--- src/rtl/fwd_hazard_pkg.sv ---
// Shared types and constants for the forwarding / hazard unit.
// Scoreboard entries carry the widest legal register address; narrower AW builds zero-extend.
package fwd_hazard_pkg;

  localparam int FHU_AW_MAX = 8;

  localparam int SEL_RF  = 0;
  localparam int SEL_MEM = 1;
  localparam int SEL_WB  = 2;

  typedef struct packed {
    logic                  valid;
    logic                  wb_en;
    logic [FHU_AW_MAX-1:0] dest;
    logic                  is_load;
  } sb_entry_t;

  localparam sb_entry_t SB_BUBBLE = '0;

endpackage

--- src/rtl/fwd_hazard_unit_if.sv ---
// ID-stage request bundle and hazard/forwarding response for fwd_hazard_unit.
// The master side is the datapath; the slave side is the hazard unit.
interface fwd_hazard_unit_if #(
  parameter int AW      = 4,
  parameter int NUM_SRC = 2,
  parameter int DEPTH   = 3,
  parameter int SEL_W   = $clog2(DEPTH),
  parameter int CNT_W   = 16
);

  logic                     fwd_en;
  logic                     flush;
  logic                     id_valid;
  logic [NUM_SRC*AW-1:0]    id_src;
  logic [NUM_SRC-1:0]       id_src_used;
  logic                     id_wb_en;
  logic                     id_mem_rd;
  logic [AW-1:0]            id_dest;
  logic                     stall;
  logic [NUM_SRC*SEL_W-1:0] exe_sel_src;
  logic [CNT_W-1:0]         stall_cnt;

  modport master (
    output fwd_en, flush, id_valid, id_src, id_src_used, id_wb_en, id_mem_rd, id_dest,
    input  stall, exe_sel_src, stall_cnt
  );

  modport slave (
    input  fwd_en, flush, id_valid, id_src, id_src_used, id_wb_en, id_mem_rd, id_dest,
    output stall, exe_sel_src, stall_cnt
  );

endinterface

--- src/rtl/fwd_src_match.sv ---
// Priority matcher for one source operand against the shadow scoreboard.
// Produces the operand select and a stall request; the youngest matching stage wins.
module fwd_src_match
  import fwd_hazard_pkg::*;
#(
  parameter int AW    = 4,
  parameter int DEPTH = 3,
  parameter int SEL_W = $clog2(DEPTH)
) (
  input  logic             fwd_en,
  input  logic [AW-1:0]    src,
  input  logic             src_used,
  input  sb_entry_t        entry [1:DEPTH],
  output logic [SEL_W-1:0] sel,
  output logic             stall_req
);

  logic       hit;
  logic [2:0] hit_k;
  logic       hit_load;

  // Scan oldest to youngest so the lowest stage index is left standing.
  always_comb begin
    hit      = 1'b0;
    hit_k    = 3'd0;
    hit_load = 1'b0;
    for (int k = DEPTH; k >= 1; k--) begin
      if (src_used && entry[k].valid && entry[k].wb_en &&
          (entry[k].dest == FHU_AW_MAX'(src))) begin
        hit      = 1'b1;
        hit_k    = 3'(k);
        hit_load = entry[k].is_load;
      end
    end
  end

  // The oldest stage never forwards: the register file writes before it reads.
  always_comb begin
    sel       = SEL_W'(SEL_RF);
    stall_req = 1'b0;
    if (hit) begin
      if (!fwd_en) begin
        stall_req = (hit_k < 3'(DEPTH));
      end else if (hit_k == 3'd1) begin
        if (hit_load) stall_req = 1'b1;
        else          sel       = SEL_W'(SEL_MEM);
      end else if (hit_k == 3'd2 && DEPTH > 2) begin
        sel = SEL_W'(SEL_WB);
      end else if (hit_k < 3'(DEPTH)) begin
        sel = SEL_W'(hit_k);
      end
    end
  end

endmodule

--- src/rtl/fwd_hazard_unit.sv ---
// Forwarding and hazard unit beside the ID/EXE register with its own shadow scoreboard
// of in-flight destinations, registered operand selects and a saturating stall counter.
module fwd_hazard_unit
  import fwd_hazard_pkg::*;
#(
  parameter int AW      = 4,
  parameter int NUM_SRC = 2,
  parameter int DEPTH   = 3,
  parameter int SEL_W   = $clog2(DEPTH),
  parameter int CNT_W   = 16
) (
  input  logic               clk,
  input  logic               rst_n,
  fwd_hazard_unit_if.slave   hz
);

  sb_entry_t                sb [1:DEPTH];
  sb_entry_t                new_entry;
  logic [NUM_SRC-1:0]       src_stall;
  logic [NUM_SRC*SEL_W-1:0] sel_next;
  logic [NUM_SRC*SEL_W-1:0] sel_q;
  logic [CNT_W-1:0]         cnt_q;
  logic                     stall;
  logic                     issue;

  for (genvar i = 0; i < NUM_SRC; i++) begin : g_src
    fwd_src_match #(
      .AW    (AW),
      .DEPTH (DEPTH),
      .SEL_W (SEL_W)
    ) u_match (
      .fwd_en    (hz.fwd_en),
      .src       (hz.id_src[i*AW +: AW]),
      .src_used  (hz.id_src_used[i]),
      .entry     (sb),
      .sel       (sel_next[i*SEL_W +: SEL_W]),
      .stall_req (src_stall[i])
    );
  end

  // Flush dominates: a squashed instruction can neither stall nor issue.
  assign stall = hz.id_valid & ~hz.flush & (|src_stall);
  assign issue = hz.id_valid & ~stall & ~hz.flush;

  always_comb begin
    new_entry         = SB_BUBBLE;
    new_entry.valid   = 1'b1;
    new_entry.wb_en   = hz.id_wb_en;
    new_entry.dest    = FHU_AW_MAX'(hz.id_dest);
    new_entry.is_load = hz.id_mem_rd;
  end

  always_ff @(posedge clk or negedge rst_n) begin
    if (!rst_n) begin
      for (int k = 1; k <= DEPTH; k++) sb[k] <= SB_BUBBLE;
    end else begin
      sb[1] <= issue ? new_entry : SB_BUBBLE;
      for (int k = 2; k <= DEPTH; k++) sb[k] <= sb[k-1];
    end
  end

  always_ff @(posedge clk or negedge rst_n) begin
    if (!rst_n) sel_q <= '0;
    else        sel_q <= issue ? sel_next : '0;
  end

  always_ff @(posedge clk or negedge rst_n) begin
    if (!rst_n)                     cnt_q <= '0;
    else if (stall && cnt_q != '1)  cnt_q <= cnt_q + 1'b1;
  end

  assign hz.stall       = stall;
  assign hz.exe_sel_src = sel_q;
  assign hz.stall_cnt   = cnt_q;

endmodule

--- src/flat_wrapper.sv ---
// flat-port wrapper written by rule: the top's interface ports become plain ports
module fwd_hazard_unit_flat import fwd_hazard_pkg::*;
#(
  parameter int AW      = 4,
  parameter int NUM_SRC = 2,
  parameter int DEPTH   = 3,
  parameter int SEL_W   = $clog2(DEPTH),
  parameter int CNT_W   = 16
)
  (clk, rst_n, hz_fwd_en, hz_flush, hz_id_valid, hz_id_src, hz_id_src_used, hz_id_wb_en, hz_id_mem_rd, hz_id_dest, hz_stall, hz_exe_sel_src, hz_stall_cnt);
  fwd_hazard_unit_if #(.AW(AW), .NUM_SRC(NUM_SRC), .DEPTH(DEPTH), .SEL_W(SEL_W), .CNT_W(CNT_W)) hz_i ();
  input  logic clk;
  input  logic rst_n;
  input wire logic [$bits(hz_i.fwd_en)-1:0] hz_fwd_en;
  input wire logic [$bits(hz_i.flush)-1:0] hz_flush;
  input wire logic [$bits(hz_i.id_valid)-1:0] hz_id_valid;
  input wire logic [$bits(hz_i.id_src)-1:0] hz_id_src;
  input wire logic [$bits(hz_i.id_src_used)-1:0] hz_id_src_used;
  input wire logic [$bits(hz_i.id_wb_en)-1:0] hz_id_wb_en;
  input wire logic [$bits(hz_i.id_mem_rd)-1:0] hz_id_mem_rd;
  input wire logic [$bits(hz_i.id_dest)-1:0] hz_id_dest;
  output wire logic [$bits(hz_i.stall)-1:0] hz_stall;
  output wire logic [$bits(hz_i.exe_sel_src)-1:0] hz_exe_sel_src;
  output wire logic [$bits(hz_i.stall_cnt)-1:0] hz_stall_cnt;
  assign hz_i.fwd_en = hz_fwd_en;
  assign hz_i.flush = hz_flush;
  assign hz_i.id_valid = hz_id_valid;
  assign hz_i.id_src = hz_id_src;
  assign hz_i.id_src_used = hz_id_src_used;
  assign hz_i.id_wb_en = hz_id_wb_en;
  assign hz_i.id_mem_rd = hz_id_mem_rd;
  assign hz_i.id_dest = hz_id_dest;
  assign hz_stall = hz_i.stall;
  assign hz_exe_sel_src = hz_i.exe_sel_src;
  assign hz_stall_cnt = hz_i.stall_cnt;
  fwd_hazard_unit #(.AW(AW), .NUM_SRC(NUM_SRC), .DEPTH(DEPTH), .SEL_W(SEL_W), .CNT_W(CNT_W)) u_core (.clk(clk), .rst_n(rst_n), .hz(hz_i));
endmodule
--- config.mk ---
export PLATFORM = sky130hd
export DESIGN_NAME = fwd_hazard_unit_flat
export DESIGN_NICKNAME = d
export VERILOG_FILES = /design/src/rtl/fwd_hazard_pkg.sv /design/src/rtl/fwd_hazard_unit_if.sv /design/src/rtl/fwd_src_match.sv /design/src/rtl/fwd_hazard_unit.sv /design/src/flat_wrapper.sv
export SDC_FILE = /design/constraint.sdc
export NUM_CORES = 1
export LEC_CHECK = 0
export ABC_AREA = 1
export ABC_CLOCK_PERIOD_IN_PS = 1850
export CAP_MARGIN = 10
export CORE_MARGIN = 5
export CORE_UTILIZATION = 55
export DETAILED_ROUTE_END_ITERATION = 7
export DONT_BUFFER_PORTS = 1
export PLACE_DENSITY = 0.7
export SYNTH_ARGS = -nofsm -noshare
export SYNTH_HDL_FRONTEND = slang
export SYNTH_SLANG_ARGS = --single-unit
--- constraint.sdc ---
create_clock -name clk -period 1.85 [get_ports clk]
set_clock_uncertainty 0.15 [all_clocks]
set_input_delay 0.185 -clock clk [delete_from_list [all_inputs] [get_ports clk]]
set_output_delay 0.185 -clock clk [all_outputs]
set_load 0.02 [all_outputs]
==> run summary <==
The number of violations of the max-capacitance limit came out at 0. The post-route setup TNS is -0.1188 ns. The root buffer cell chosen for the clock tree is clkbuf_4. The number of distinct standard cells referenced by the synthesized netlist is 22. After synthesis the cells add up to 0.001954 sq mm. The peak fanout along the critical path is 4. The average routed wire per standard cell is 13.27 um. The via count of the first global-routing pass is 1660. The power density over the cells is 525.9 mW/mm^2. The number of hold violations in the final report came to 0. STA classifies the critical path startpoint as a register. Summing over every cut layer, the via total after detailed routing is 1771. The headroom to the max-slew limit came out at 52.13%.

The pin count of the biggest net entering global routing is 34. The critical path is of the reg2out type. The number of placement rows came out at 21.

The H-tree was split into 2 levels. In this run, placement finished with an instance count of 325. The fraction of synthesized cell area taken by the top area cell type came out at 42.25%.

Of all cell types, the one taking the most synthesized area is dfrtp_1. The count of nets left with antenna violations once routing finished came out at 0. The total core area is 0.003390 sq mm. The horizontal extent of the die is 69.61 um. In the final layout, the share of cells above drive strength 1 is 19.80%. The number of instances in the synthesized netlist came out at 262.

The detailed-routing iteration count for the pre-antenna-repair pass is 4. After detailed routing, the total wire length is 4632 um. The proportion of synthesized chip area in sequential cells is 42.25%. The count of nets after finishing is 324. The area growth from synthesis to final layout came out at 22.02%.

The final period demand of the worst path came out at 1.969 ns. The run finished, with violations left. The number of cells in the finished layout apart from fillers is 349. After detailed routing, the number of remaining DRC violations is 0. The arrival time of the worst setup path came out at 1.63 ns. The endpoint required time on the critical path is 1.51 ns. The floorplan step defined a die boundary enclosing 0.004846 sq mm. During placement, the flow inserted port buffers numbering 0. The slack of the worst reg-to-reg path came out at 0.07 ns.

The count of final max-slew check failures is 0. The async set or reset register ratio after synthesis came out at 100.0%. The share of the cycle needed by the critical path after routing is 106.4%.

The worst-case clock buffer depth came out at 2. The half-perimeter wire length of the detailed placement result is 3269 um. The final estimated routing congestion in global placement came out at 0.8362. The leakage power is 1.231 nW.

Setup repair after global routing could not meet its margin everywhere. The clock buffer count from CTS is 5. The violation count after the first detailed-routing iteration is 90.

By area the synthesized netlist is led by dfrtp_1, nand2_1, nand4_1. For this design, the sink count on the clock tree is 33. The global-route wire length before repair is 7693 um. TritonCTS built the clock tree. The synthesized net count came out at 284.

Once the floorplan was initialized, standard cells occupied 57.66% of the core. The completed layout was analyzed and its total power is 1.254 mW. The path class of the tightest hold or removal check is in2reg. For the pin with the worst max-slew slack, the measured transition is 0.7154 ns.

In the synthesized netlist the dominant register cell turns out to be dfrtp_1. The clock latency reported for the late side of the worst-skew pair came out at 0.35 ns. The worst hold slack is 0.02331 ns. The worst setup path is captured at an output pin. The mean instance size in the synthesized netlist came out at 7.459 sq um. The count of flip-flops with a built-in enable after synthesis is 0. The diode insertion count for antenna repair is 0. The CTS clock-pin slew for the worst setup and hold paths is 0.10 ns. The via density per instance came out at 5.074. The number of antenna violations at the first check in global routing came to 0. The post-synthesis register bit count is 33. The maximum resistive drop on vdd is 0.0005809 V. The total track usage came out at 19.85%. The top achievable clock speed came out at 0.5079 GHz. The cell with the most instances after synthesis is nand2_1.

The total grt overflow is 0. The checks that failed: negative setup slack. The floorplan step set the die height to 69.61 um. The number of primary I/O pins came out at 42. The final setup slack of the worst path is -0.1188 ns.

The total number of yosys warnings came out at 0. Setup violations remaining at the end of the flow were counted as 1. By count the netlist is led by nand2_1, dfrtp_1, inv_1.
-- worst max-delay path: stages (launching register included) --
cell and delay (ns):
dfrtp_1 0.40, inv_1 0.07, nand2_1 0.06, nand2_1 0.06, nor2_2 0.12, nand3_2 0.09, nand2_1 0.07, nand2_1 0.06
nand2_2 0.08, inv_2 0.05, nor3_2 0.09, buf_4 0.16
-- through the flow --
stage / area (sq um) / utilization [%] / worst slack (ns)
global route: 2385 / 70.36 / -0.2733
detailed placement: 2125 / 62.68 / 0.09600
global placement: 2125 / 62.68 / 0.1224
floorplan: 1954 / - / 0.01616
finish: 2385 / 70.36 / -0.1188
CTS: 2342 / 69.10 / -0.1394
-- layer usage --
layer	track usage [%]	routed length, um	share of wire (%)	vias to the layer above
met3	6.522	301	6.5	6
met1	26.19	2189	47	797
met5	0	0	0	-
met4	7.234	63	1.4	0
li1	-	-	-	918
met2	30.40	2077	45	50
-- state kept, by name (all words and copies together), names as in the netlist --
signal and cells:
u_core.hz.exe_sel_src 4, u_core.sb 13, u_core.hz.stall_cnt 16
-- final timing paths --
| path | start | end | depth (start not counted) |
|---|---|---|---|
| min | hz_id_src[7] | u_core.hz.exe_sel_src[2] | 4 |
| min reg2reg | u_core.sb[31] | u_core.sb[20] | 0 |
| max in group asynchronous | rst_n | u_core.hz.stall_cnt[5] | 2 |
| max | u_core.sb[24] | hz_stall | 11 |
| max reg2reg | u_core.hz.stall_cnt[1] | u_core.hz.stall_cnt[10] | 7 |
| min in group asynchronous | rst_n | u_core.sb[14] | 2 |
-- power breakdown --
group / switching, mW / total, mW / internal, mW
sequential: 0.00995 / 0.743 / 0.733
combinational: 0.0669 / 0.113 / 0.0457
clock: 0.255 / 0.398 / 0.143
total: 0.332 / 1.25 / 0.922
-- cells in the final DEF, fill, tap and decap left out --
| cell | instances |
|---|---|
| buf_12 | 1 |
| buf_4 | 26 |
| buf_6 | 2 |
| clkbuf_4 | 5 |
| clkinv_2 | 2 |
| clkinvlp_4 | 1 |
| dfrtp_1 | 33 |
| dlygate4sd3_1 | 8 |
| dlymetal6s4s_1 | 1 |
| ha_1 | 1 |
| inv_1 | 31 |
| inv_2 | 3 |
| nand2_1 | 92 |
| nand2_2 | 3 |
| nand3_1 | 16 |
| nand3_2 | 2 |
| nand3_4 | 2 |
| nand3b_1 | 3 |
| nand4_1 | 20 |
| nand4_4 | 1 |
| nor2_1 | 22 |
| nor2_2 | 7 |
| nor3_1 | 3 |
| nor3_2 | 4 |
| nor3b_2 | 1 |
| xnor2_1 | 9 |
| xor2_1 | 4 |
-- timing repair --
item                                    in CTS  in global routing
hold buffers                                11                  0
endpoints found under the setup margin       1                 18
pin swaps                                    5                  7
endpoints found under the hold margin       43                  0
cloned                                       0                  1
setup buffers                                4                  1
gates resized for setup                      4                  9
-- logic make-up (layout without fill, tap and decap cells) --
| group | count (synthesis) | in the layout | share of synthesized area, % |
|---|---|---|---|
| adders and majority gates | 1 | 1 | 0.6401 |
| and+or+nand+nor | 175 | 176 | 41.68 |
| buffers and inverters | 40 | 80 | 9.603 |
| DFF | 33 | 33 | 42.25 |
| xor gates and xnor gates | 13 | 13 | 5.826 |
-- final cells by class --
cell class                      count  area, sq um
Clock buffer                        5        37.54
Clock inverter                      3        17.52
Fill cell                         282         1005
Inverter                           34        127.6
Multi-Input combinational cell    190        988.4
Sequential cell                    33        825.8
Tap cell                           46        57.56
Timing Repair Buffer               38        330.3
Power figures use the tool's default switching activity.
